===== src/rtl/control_sequencer.sv =====
// Hardwired fetch/execute sequencer: 6 cycles per ALU op, 4 per NOP, 7 per MUL/DIV; outputs combinational from state+IR.
// mem_ready=0 holds T1 (PCin only on its first cycle); `define MULDIV_EN enables MUL/DIV with LO/HI writeback.
module control_sequencer (
    input  logic        clock,
    input  logic        clear,
    input  logic [31:0] IR,
    input  logic        mem_ready,
    output logic [15:0] Rin,
    output logic [15:0] Rout,
    output logic        PCin,
    output logic        PCout,
    output logic        MARin,
    output logic        MDRin,
    output logic        MDRout,
    output logic        IRin,
    output logic        Yin,
    output logic        IncPC,
    output logic        Read,
    output logic        Zlowin,
    output logic        Zhighin,
    output logic        Zlowout,
    output logic        Zhighout,
    output logic        HIin,
    output logic        LOin,
    output logic [3:0]  ALUop,
    output logic        Run
);

    typedef enum logic [2:0] {T0, T1, T2, T3, T4, T5, T6, HALT} state_t;

    state_t state;
    state_t next_state;
    logic   t1_wait;

    logic [4:0] opcode;
    logic [3:0] ra;
    logic [3:0] rb;
    logic [3:0] rc;
    logic       is_alu;
    logic       is_muldiv;
    logic       is_halt;
    logic       unused_ir;

    assign opcode    = IR[31:27];
    assign ra        = IR[26:23];
    assign rb        = IR[22:19];
    assign rc        = IR[18:15];
    assign unused_ir = ^IR[14:0];
    assign is_alu    = (opcode <= 5'd11);
    assign is_halt   = (opcode == 5'd27);
`ifdef MULDIV_EN
    assign is_muldiv = (opcode == 5'd12) || (opcode == 5'd13);
`else
    assign is_muldiv = 1'b0;
`endif

    // t1_wait marks every T1 cycle after the first, so PCin fires once per fetch.
    always_ff @(posedge clock or negedge clear) begin
        if (!clear) begin
            state   <= T0;
            t1_wait <= 1'b0;
        end else begin
            state   <= next_state;
            t1_wait <= (state == T1) && (next_state == T1);
        end
    end

    always_comb begin
        next_state = state;
        case (state)
            T0:      next_state = T1;
            T1:      next_state = mem_ready ? T2 : T1;
            T2:      next_state = T3;
            T3: begin
                if (is_alu || is_muldiv) next_state = T4;
                else if (is_halt)        next_state = HALT;
                else                     next_state = T0;
            end
            T4:      next_state = T5;
            T5:      next_state = is_muldiv ? T6 : T0;
            T6:      next_state = T0;
            HALT:    next_state = HALT;
            default: next_state = T0;
        endcase
    end

    always_comb begin
        Rin      = 16'd0;
        Rout     = 16'd0;
        PCin     = 1'b0;
        PCout    = 1'b0;
        MARin    = 1'b0;
        MDRin    = 1'b0;
        MDRout   = 1'b0;
        IRin     = 1'b0;
        Yin      = 1'b0;
        IncPC    = 1'b0;
        Read     = 1'b0;
        Zlowin   = 1'b0;
        Zhighin  = 1'b0;
        Zlowout  = 1'b0;
        Zhighout = 1'b0;
        HIin     = 1'b0;
        LOin     = 1'b0;
        ALUop    = 4'd0;
        Run      = 1'b0;
        // Gating on clear makes every output drop the instant reset asserts.
        if (clear) begin
            Run = (state != HALT);
            case (state)
                T0: begin
                    PCout  = 1'b1;
                    MARin  = 1'b1;
                    IncPC  = 1'b1;
                    Zlowin = 1'b1;
                end
                T1: begin
                    Zlowout = 1'b1;
                    PCin    = !t1_wait;
                    Read    = 1'b1;
                    MDRin   = 1'b1;
                end
                T2: begin
                    MDRout = 1'b1;
                    IRin   = 1'b1;
                end
                T3: begin
                    if (is_alu || is_muldiv) begin
                        Rout = 16'd1 << rb;
                        Yin  = 1'b1;
                    end
                end
                T4: begin
                    Rout    = 16'd1 << rc;
                    Zlowin  = 1'b1;
                    Zhighin = is_muldiv;
                    ALUop   = opcode[3:0];
                end
                T5: begin
                    Zlowout = 1'b1;
                    if (is_muldiv) LOin = 1'b1;
                    else           Rin  = 16'd1 << ra;
                end
`ifdef MULDIV_EN
                T6: begin
                    Zhighout = 1'b1;
                    HIin     = 1'b1;
                end
`endif
                default: ;
            endcase
        end
    end

endmodule


===== config.mk =====
export PLATFORM = sky130hd
export DESIGN_NAME = control_sequencer
export DESIGN_NICKNAME = d
export VERILOG_FILES = /design/src/rtl/control_sequencer.sv
export SDC_FILE = /design/constraint.sdc
export NUM_CORES = 1
export LEC_CHECK = 0
export CORE_ASPECT_RATIO = 1.5
export CORE_MARGIN = 2
export CORE_UTILIZATION = 29
export DETAILED_ROUTE_END_ITERATION = 8
export PLACE_DENSITY = 0.82
export SYNTH_ARGS = -nofsm -noshare
export SYNTH_HDL_FRONTEND = slang
export SYNTH_SLANG_ARGS = --single-unit

===== constraint.sdc =====
create_clock -name clock -period 1.44 [get_ports clock]
set_input_delay 0.288 -clock clock [delete_from_list [all_inputs] [get_ports clock]]
set_output_delay 0.288 -clock clock [all_outputs]
set_load 0.01 [all_outputs]

Word level (Yosys, flattened, before mapping)
Index checks and enable logic that the tools add are counted. Widths: inputs -> output; s select.

Register bits: 4. Bits in latches: 0. Memory bits (writable): 0. Bits in read-only memories: 0. Bits of input ports: 35. Output and inout bits: 52. Word-level logic and storage cells: 49. Memories kept: 0.

Add/subtract/negate cells: 0. Multipliers: 0. Divide/modulo/power cells: 0. $lt $le $gt $ge: 1. Eq/ne operators: 10. Shifts and indexed selects: 3. Muxes and demuxes: 27. Bitwise gates (word level): 0. Reductions and logical operators: 6.

Operators with widths (number): $mux 16 (4); $shl 1x4->16 const A (3); $pmux 16 s2 (1); $pmux 3 s7 (1); $mux 1 (16); $eq 3x3->1 const B (4); $mux 4 (2); $eq 3x1->1 const B (2); $eq 3x2->1 const B (2); $mux 3 (2); $reduce_or 2->1 (3); $eq 5x5->1 const B (1); $le 5x4->1 const B (1); $logic_not 3->1 (1); $ne 3x3->1 const B (1); $mux 2 (1); $logic_and 1x1->1 (1); $logic_not 1->1 (1).

Depth between registers and ports, before layout
Gate-level depths: netlist of the first run.

Depth in word-level cells: 6. Depth in mapped cells: 6. Mapped depth without buffers: 3.

Worst setup path before layout of the first run
No wires, ideal clock.

Path type: register -> output. Start: register state[1]. End: output Rout[5]. Data arrival time: 1.371 ns. Required time: 1.152 ns. Path slack: -0.219 ns. Cell stages (with the launch flop): 6. Path buffers: 2. Cell sequence: dfrtp_1 -> buf_6 -> buf_8 -> nor4b_4 -> nand4b_1 -> a21oi_1.

Longest elaborated chain between the ends: 3. Elaborated cells on any way between the ends: 4. Classes of those cells: eq/ne (2); mux (2).

Ends and longest elaborated chain: start, declared (line 31) `state_t state;`; start signal, assigned (line 63) `state <= next_state;`; $eq 3x3->1 or $eq 3x2->1 (tied branches) (line 110) `case (state)`; $pmux 16 s2 (*) (line 110); $mux 16 (*) (line 108) `if (clear) begin`; end, declared (line 9) `output logic [15:0] Rout,`.

Every way passes the cells marked *; elsewhere a longest branch is shown, timed or not.

Final worst setup path of the first run
Start: register state[1]. End: output Rin[7].

Longest elaborated chain between the ends: 3.

Ends and longest elaborated chain: $eq 3x3->1 (line 110); $mux 16 (line 110); $mux 16 (line 108); end, declared (line 8) `output logic [15:0] Rin,`.

Every way passes these cells.

==> results of run 1 <==
==> sequential cells by signal, indices dropped and copies added (netlist names) <==
name     cells
state        3
t1_wait      1
==> per-stage QoR <==
stage | TNS (ns) | total power (W)
after floorplan | -3.56 | 0.000963
after global placement | -40.23 | 0.00140
after detailed placement | -41.35 | 0.00142
after CTS | -19.45 | 0.00208
after global routing | -24.42 | 0.00239
final | -22.08 | 0.00228
==> how the worst min path moves through the flow <==
stage | cells past startpoint | end | from
after floorplan | 0 | state[0]$_DFF_PN0_ | clear
after global placement | 1 | state[2]$_DFF_PN0_ | state[2]$_DFF_PN0_
after detailed placement | 1 | state[2]$_DFF_PN0_ | state[2]$_DFF_PN0_
after CTS | 2 | t1_wait$_DFF_PN0_ | clear
after global routing | 2 | state[2]$_DFF_PN0_ | clear
final | 2 | state[2]$_DFF_PN0_ | clear
==> area by class of cell <==
type | instances | area, µm² | area share (%)
Clock buffer | 3 | 41.3 | 1.81
Sequential cell | 4 | 104 | 4.55
Timing Repair Buffer | 133 | 1040 | 45.5
Multi-Input combinational cell | 127 | 1050 | 45.8
Tap cell | 42 | 52.6 | 2.30
==> cells in the final DEF (no fill, tap or decap), drive strengths merged, types with 3 or more instances in the layout <==
cell type,count
nand4b,4
nand2,3
conb,4
and4bb,3
clkdlybuf4s50,13
clkbuf,3
nand3b,8
dlygate4sd2,5
nand4,14
nand2b,4
nor2,19
nor2b,7
buf,112
a21oi,18
dfrtp,4
nand3,10
nor3,7
and2,7
==> logic make-up (layout without fill, tap and decap cells) <==
kind of cell              Yosys count  count (layout)  synth area share, %
buffers and inverters              18             136                 13.2
other                               1               4                0.378
DFF                                 4               4                 10.1
xor gates and xnor gates            1               1                0.883
and+or+nand+nor                    97              98                 61.3
AOI/OAI and AO/OA                  24              24                 14.1
==> critical path: stages (launching register included) <==
cell	delay, ns
dfrtp_2	0.45
buf_6	0.15
and4b_1	0.29
nand3b_1	0.14
buf_6	0.16
buf_6	0.11
nor2_2	0.08
buf_2	0.14
==> power by group through the flow <==
stage          clock (W)  sequential, W  combinational, W
6_report        0.000253       0.000292           0.00173
2_1_floorplan          0       0.000203          0.000760
5_1_grt         0.000263       0.000302           0.00183
3_5_place_dp           0       0.000253           0.00117
4_1_cts         0.000247       0.000278           0.00156
3_3_place_gp           0       0.000248           0.00115
==> timing repair <==
action                     4_1_cts  5_1_grt
cloned                           1        0
pin swaps                       28       13
hold buffers                     0        0
setup buffers                   28        6
resized for setup              251       24
setup endpoints to repair       51       51
==> layer usage <==
metal	vias up	routed length, µm	track usage (%)
li1	782	-	-
met1	798	1760	26.4
met2	126	3010	55.7
met3	26	529	5.88
met4	0	170	12.0
met5	-	0	0
==> flow_summary.json, run 1 <==
{
  "p_leak_nw": 1.02,
  "setup.worst_path.class": "reg -> out",
  "crit_start": "state[1]$_DFF_PN0_",
  "wl_per_cell_um": 17.7,
  "p_int_w": 0.00129,
  "rr_startpoint": "state[0]$_DFF_PN0_",
  "yosysMostFrequentCell": "nor2_1",
  "fin_ws_ns": -0.608,
  "power_frac_comb_pct": 76.1,
  "drv_cap": 0,
  "holdCritPathClass": "in -> async",
  "r2r_setup_slack_ns": -0.24,
  "portBuffers": 67,
  "ys.flop_type": "dfrtp_1",
  "synth_commonest_cells": "nor2_1, a21oi_1, nand4_1",
  "crit_end": "Rin[7]",
  "dieArea_mm2": 0.00392,
  "ys_ff_latch": 4,
  "worstPathMaxFanout": 6,
  "rsz0062_at_grt": "true",
  "firstDrtPassIters": 4,
  "r2r_cells": 7,
  "via_per_inst": 5.61,
  "hold_violations": 0,
  "syn_inst": 145,
  "placed_cell_area_mm2": 0.00192,
  "fp.dieW_um": 51.8,
  "yosys.cell_types.count": 38,
  "critPathArrivalTime_ns": 1.76,
  "detail_route.iter0.violations": 74,
  "core-area_mm2": 0.00335,
  "antenna_found_initial": 0,
  "holdWs_ns": 0.258,
  "synth_area_leaders": "dfrtp_1, a21oi_1, nand4_1, buf_4, nor2_1",
  "ys_warn_count": 0,
  "netSwitchingFraction_pct": 43.5,
  "clk_latency_ns": 0.23,
  "path_clk_slew_ns": 0.04,
  "fin_worst_skew_ns": 0.00312,
  "die_y_um": 75.6,
  "clockPowerShare_pct": 11.1,
  "reg2reg_to": "state[1]$_DFF_PN0_",
  "cts_buffers": 3,
  "design_area_mm2": 0.00228,
  "wl_um": 5460,
  "failed_checks": "setup timing",
  "seqPwrFrac_pct": 12.8,
  "async_reset_ff_share_pct": 100,
  "grt_max_degree": 12,
  "rows": 26,
  "synth_top_area_share_pct": 10.1,
  "dp_cells": 273,
  "cp-start-kind": "flip-flop",
  "grtUsageTotal_pct": 27.7,
  "syn_to_final_growth_pct": 130,
  "drive_above_1_share_pct": 65.2,
  "worst_setup_path_end_kind": "output port",
  "yosysTopAreaCell": "dfrtp_1",
  "avgSynthCellArea_um2": 6.84,
  "grt_pass1_vias": 1640,
  "grt_first_pass_wirelength_um": 8110,
  "required_ns": 1.15,
  "cts_root_buf": "clkbuf_8",
  "gp_congestion": 0.965,
  "grt_overflow": 0,
  "dr_total_vias": 1732,
  "setup_viol": 51,
  "status": "complete, but fails checks",
  "ys_seq_area_share_pct": 10.1,
  "cts_max_path_buffers": 2,
  "synth_area_um2": 992,
  "peakVddDrop_mv": 0.628,
  "antenna_cells": 0,
  "fillerInstances": 259,
  "cts_tree": "yes",
  "power_density_mw_per_mm2": 998,
  "cts_sinks": 4,
  "ant_nets": 0,
  "place_ws_ns": -0.983,
  "dp_hpwl_um": 2990,
  "drc": 0,
  "fin_util_pct": 68.1,
  "finalCriticalPeriod_ns": 2.05,
  "final_nets": 304,
  "htreeDepth": 1,
  "power_switching_w": 0.000992,
  "timing.final.max_slew_violations": 0,
  "finalCritPeriodShare_pct": 142,
  "io_pins": 87,
  "fin_cells": 309,
  "synth-edff-count": 0,
  "fmax_mhz": 488,
  "start_util_pct": 29.6
}
Power figures use the tool's default switching activity.
==> run 2: changes to the inputs <==
Settings changed: RECOVER_POWER set to 100.
==> flow_summary.json, run 2 (synthesis results as in run 1) <==
{
  "status": "complete, but fails checks",
  "failed_checks": "setup timing",
  "reg_top3": "state: 3 flops, t1_wait: 1 flops",
  "design_area_mm2": 0.00228,
  "fmax_mhz": 488,
  "detail_route.iter0.violations": 74,
  "syn_to_final_growth_pct": 130,
  "dr_total_vias": 1728,
  "io_pins": 87,
  "reg2reg_to": "state[1]$_DFF_PN0_",
  "drive_above_1_share_pct": 65.2,
  "placed_cell_area_mm2": 0.00192,
  "fin_util_pct": 68.1,
  "holdCritPathClass": "in -> async",
  "gp_congestion": 0.965,
  "grtUsageTotal_pct": 27.7,
  "antenna_cells": 0,
  "r2r_cells": 7,
  "htreeDepth": 1,
  "grt_util_met1_pct": 26.4,
  "dp_hpwl_um": 2990,
  "finalCritPeriodShare_pct": 142,
  "worst_setup_path_end_kind": "output port",
  "core-area_mm2": 0.00335,
  "ant_nets": 0,
  "mostFrequentLayoutCell": "buf_4",
  "rows": 26,
  "firstDrtPassIters": 4,
  "power_density_mw_per_mm2": 997,
  "path_clk_slew_ns": 0.04,
  "p_leak_nw": 1.02,
  "clk_latency_ns": 0.23,
  "drv_cap": 0,
  "hold_buffers": 0,
  "cts_buffers": 3,
  "cts_max_path_buffers": 2,
  "setup.worst_path.class": "reg -> out",
  "final_cell_mix": "buf_4, buf_2, buf_6, nand4_1",
  "finalCriticalPeriod_ns": 2.05,
  "cts_root_buf": "clkbuf_8",
  "critPathArrivalTime_ns": 1.76,
  "fin_cells": 309,
  "cts_tree": "yes",
  "rr_startpoint": "state[0]$_DFF_PN0_",
  "setup_viol": 51,
  "wl_um": 5440,
  "gr-usage-met2_pct": 55.7,
  "cp-start-kind": "flip-flop",
  "via_per_inst": 5.59,
  "portBuffers": 67,
  "timing.final.max_slew_violations": 0,
  "grt_max_degree": 12,
  "cts_sinks": 4,
  "top_register": "state",
  "grt_pass1_vias": 1640,
  "fp.dieW_um": 51.8,
  "r2r_setup_slack_ns": -0.24,
  "die_y_um": 75.6,
  "grt_overflow": 0,
  "fin_worst_skew_ns": 0.00278,
  "peakVddDrop_mv": 0.626,
  "antenna_found_initial": 0,
  "drc": 0,
  "start_util_pct": 29.6,
  "grt_first_pass_wirelength_um": 8110,
  "largest_reg_flops": 3,
  "dp_cells": 273,
  "place_ws_ns": -0.983,
  "dieArea_mm2": 0.00392,
  "fin_ws_ns": -0.608,
  "hold_violations": 0,
  "final_nets": 304,
  "busiest_layer": "met2",
  "power.total_w": 0.00228,
  "worstPathMaxFanout": 6,
  "required_ns": 1.15,
  "rsz0062_at_grt": "true",
  "use_met3_pct": 5.88,
  "wl_per_cell_um": 17.6
}
==> run 2: changes by cell type in the layout (fill, tap and decap cells not counted) <==
cell    previous run  this run
and2_0             0         1
and2_1             5         4
==> run 2: worst max-delay path: stages, from the launching register on <==
cell and delay (ns):
dfrtp_2 0.45, buf_6 0.15, and4b_1 0.29, nand3b_1 0.14, buf_6 0.16, buf_6 0.11
nor2_2 0.08, buf_2 0.14
==> run 2: metal layers <==
layer | share of wire [%] | wire (µm)
met5 | 0 | 0
met4 | 3.5 | 193
met3 | 10 | 548
met2 | 55 | 3000
met1 | 31 | 1700
==> run 2: through the flow <==
| step | hold slack [ns] | TNS, ns |
|---|---|---|
| after floorplan | -0.00759 | -3.56 |
| after global placement | 0.643 | -40.23 |
| after detailed placement | 0.643 | -41.35 |
| after CTS | 0.244 | -19.45 |
| after global routing | 0.277 | -24.42 |
| final | 0.257 | -22.10 |
==> run 2: how the worst max path moves through the flow <==
stage	startpoint	to	slack, ns	cells past startpoint
floorplan	state[1]$_DFF_PN0_	Rin[0]	-0.17	4
global placement	IR[31]	Rout[0]	-0.97	5
detailed placement	IR[31]	Rout[3]	-0.98	5
CTS	state[1]$_DFF_PN0_	Rout[7]	-0.55	7
global route	state[1]$_DFF_PN0_	Rout[7]	-0.65	7
finish	state[1]$_DFF_PN0_	Rin[7]	-0.61	7
==> run 2: final cells by class <==
type	count	area, µm²
tap	42	52.6
multi-input combinational	127	1050
clock buffer	3	41.3
fill	259	1070
sequential	4	104
timing repair buffer	133	1040
==> run 2: what timing repair did <==
item / 4_1_cts / 5_1_grt
gates cloned: 1 / 0
setup endpoints to repair: 51 / 51
buffers inserted: 28 / 6
pin swaps: 28 / 13
resized for setup: 251 / 24
==> run 2: where the power goes <==
group          internal, W  switching, W  total, W
logic             0.000935      0.000798   0.00173
clock network     0.000180     0.0000732  0.000253
registers         0.000172      0.000120  0.000292
total              0.00129      0.000992   0.00228
==> run 3: changes to the inputs <==
Settings changed: REMOVE_ABC_BUFFERS set to 1.
==> flow_summary.json, run 3 (synthesis results as in run 1) <==
{
  "status": "complete, but fails checks",
  "failed_checks": "setup timing",
  "m1WireLength_um": 1670,
  "rr_startpoint": "state[0]$_DFF_PN0_",
  "hold_buffers": 0,
  "via_per_inst": 5.44,
  "dp_hpwl_um": 2870,
  "ant_nets": 0,
  "drc": 0,
  "fp.dieW_um": 51.8,
  "cts_root_buf": "clkbuf_8",
  "route.met2.wl_um": 3170,
  "dieArea_mm2": 0.00392,
  "rows": 26,
  "grt_overflow": 0,
  "dp_cells": 270,
  "dr_total_vias": 1726,
  "gp_congestion": 0.882,
  "die_y_um": 75.6,
  "peakVddDrop_mv": 0.648,
  "firstDrtPassIters": 4,
  "worstPathMaxFanout": 8,
  "slowest_stage": "dfrtp_2",
  "grt_max_degree": 12,
  "final_nets": 312,
  "portBuffers": 67,
  "reg_top3": "state: 3 flops, t1_wait: 1 flops",
  "timing.final.max_slew_violations": 0,
  "placed_cell_area_mm2": 0.00183,
  "cts_sinks": 4,
  "fmax_mhz": 487,
  "fin_ws_ns": -0.613,
  "final_cell_mix": "buf_4, buf_6, buf_2, nand4_1, clkdlybuf4s50_1",
  "core-area_mm2": 0.00335,
  "wl_met3_um": 414,
  "critPathArrivalTime_ns": 1.77,
  "start_util_pct": 29.6,
  "cts_tree": "yes",
  "fin_cells": 317,
  "hold_violations": 0,
  "finalSetupTns_ns": -21.56,
  "cpMostUsedCell": "buf_6",
  "grtUsageTotal_pct": 24.8,
  "mostFrequentLayoutCell": "buf_4",
  "rsz0062_at_grt": "true",
  "design_area_mm2": 0.00240,
  "crit_chain": "buf_6, and3b_2, o21ai_4, buf_6, buf_6, a21oi_2, buf_2",
  "drive_above_1_share_pct": 65.5,
  "largest_reg_flops": 3,
  "holdCritPathClass": "in -> async",
  "p_leak_nw": 1.08,
  "detail_route.iter0.violations": 51,
  "wl_per_cell_um": 17.3,
  "place_ws_ns": -0.931,
  "grt_first_pass_wirelength_um": 7440,
  "cp-start-kind": "flip-flop",
  "drv_cap": 0,
  "antenna_cells": 0,
  "required_ns": 1.15,
  "path_clk_slew_ns": 0.04,
  "setup_viol": 51,
  "power_density_mw_per_mm2": 1160,
  "finalCritPeriodShare_pct": 143,
  "crit_family": "buffers and inverters",
  "finalCriticalPeriod_ns": 2.05,
  "cp.buffers_inverters": 4,
  "top_register": "state",
  "cts_max_path_buffers": 2,
  "cpPeakStageDelay_ns": 0.46,
  "clk_latency_ns": 0.22,
  "grt_pass1_vias": 1621,
  "syn_to_final_growth_pct": 142,
  "htreeDepth": 1,
  "setup.worst_path.class": "reg -> out",
  "io_pins": 87,
  "wl_um": 5480,
  "fin_worst_skew_ns": 0.00239,
  "crit_start": "state[1]$_DFF_PN0_",
  "fin_util_pct": 71.8,
  "worst_setup_path_end_kind": "output port",
  "route.top_layer_used": "met4",
  "antenna_found_initial": 0,
  "cts_buffers": 3
}
-- run 3: cell count changes in the layout (fill, tap and decap cells not counted), moves of 3 or more --
| cell | delta |
|---|---|
| nor2_1 | -4 |
| buf_2 | -7 |
| nor2_4 | +3 |
| buf_6 | +17 |
| nand3_1 | +4 |
| nand3_2 | -4 |
-- run 3: worst paths after layout --
kind / to / slack, ns / cells past startpoint
setup reg to reg: state[1]$_DFF_PN0_ / -0.23 / 8
setup / recovery: Rout[4] / -0.61 / 7
hold reg to reg: state[2]$_DFF_PN0_ / 0.71 / 2
max in group asynchronous: state[2]$_DFF_PN0_ / 0.89 / 2
min in group clock: state[2]$_DFF_PN0_ / 0.71 / 2
hold / removal: t1_wait$_DFF_PN0_ / 0.33 / 2
-- run 3: layout make-up --
type | count | area (µm²)
clock buffer | 3 | 41.3
fill | 244 | 946
sequential | 4 | 104
timing repair buffer | 141 | 1160
tap | 42 | 52.6
multi-input combinational | 127 | 1050
-- run 3: through the flow --
step	hold slack (ns)	total power (W)
detailed placement	0.685	0.00140
floorplan	-0.00759	0.000723
finish	0.330	0.00279
global placement	0.663	0.00138
CTS	0.262	0.00223
global route	0.355	0.00291
-- run 3: repair_timing --
action	CTS	global route
buffers inserted	34	12
cloned	1	0
setup endpoints to repair	51	51
pin swaps	25	21
gates resized for setup	241	67
-- run 3: report_power, final --
part / leakage [nW] / switching (W) / total [W] / internal [W]
Sequential: 0.0469 / 0.0000986 / 0.000271 / 0.000172
Combinational: 1.01 / 0.000947 / 0.00227 / 0.00133
Clock: 0.0216 / 0.0000707 / 0.000250 / 0.000179
-- run 3: per-layer routing --
layer,global-route usage (%),up-vias
met5,0,-
met4,9.65,0
met3,4.51,26
met2,55.4,108
met1,19.9,799
li1,-,793
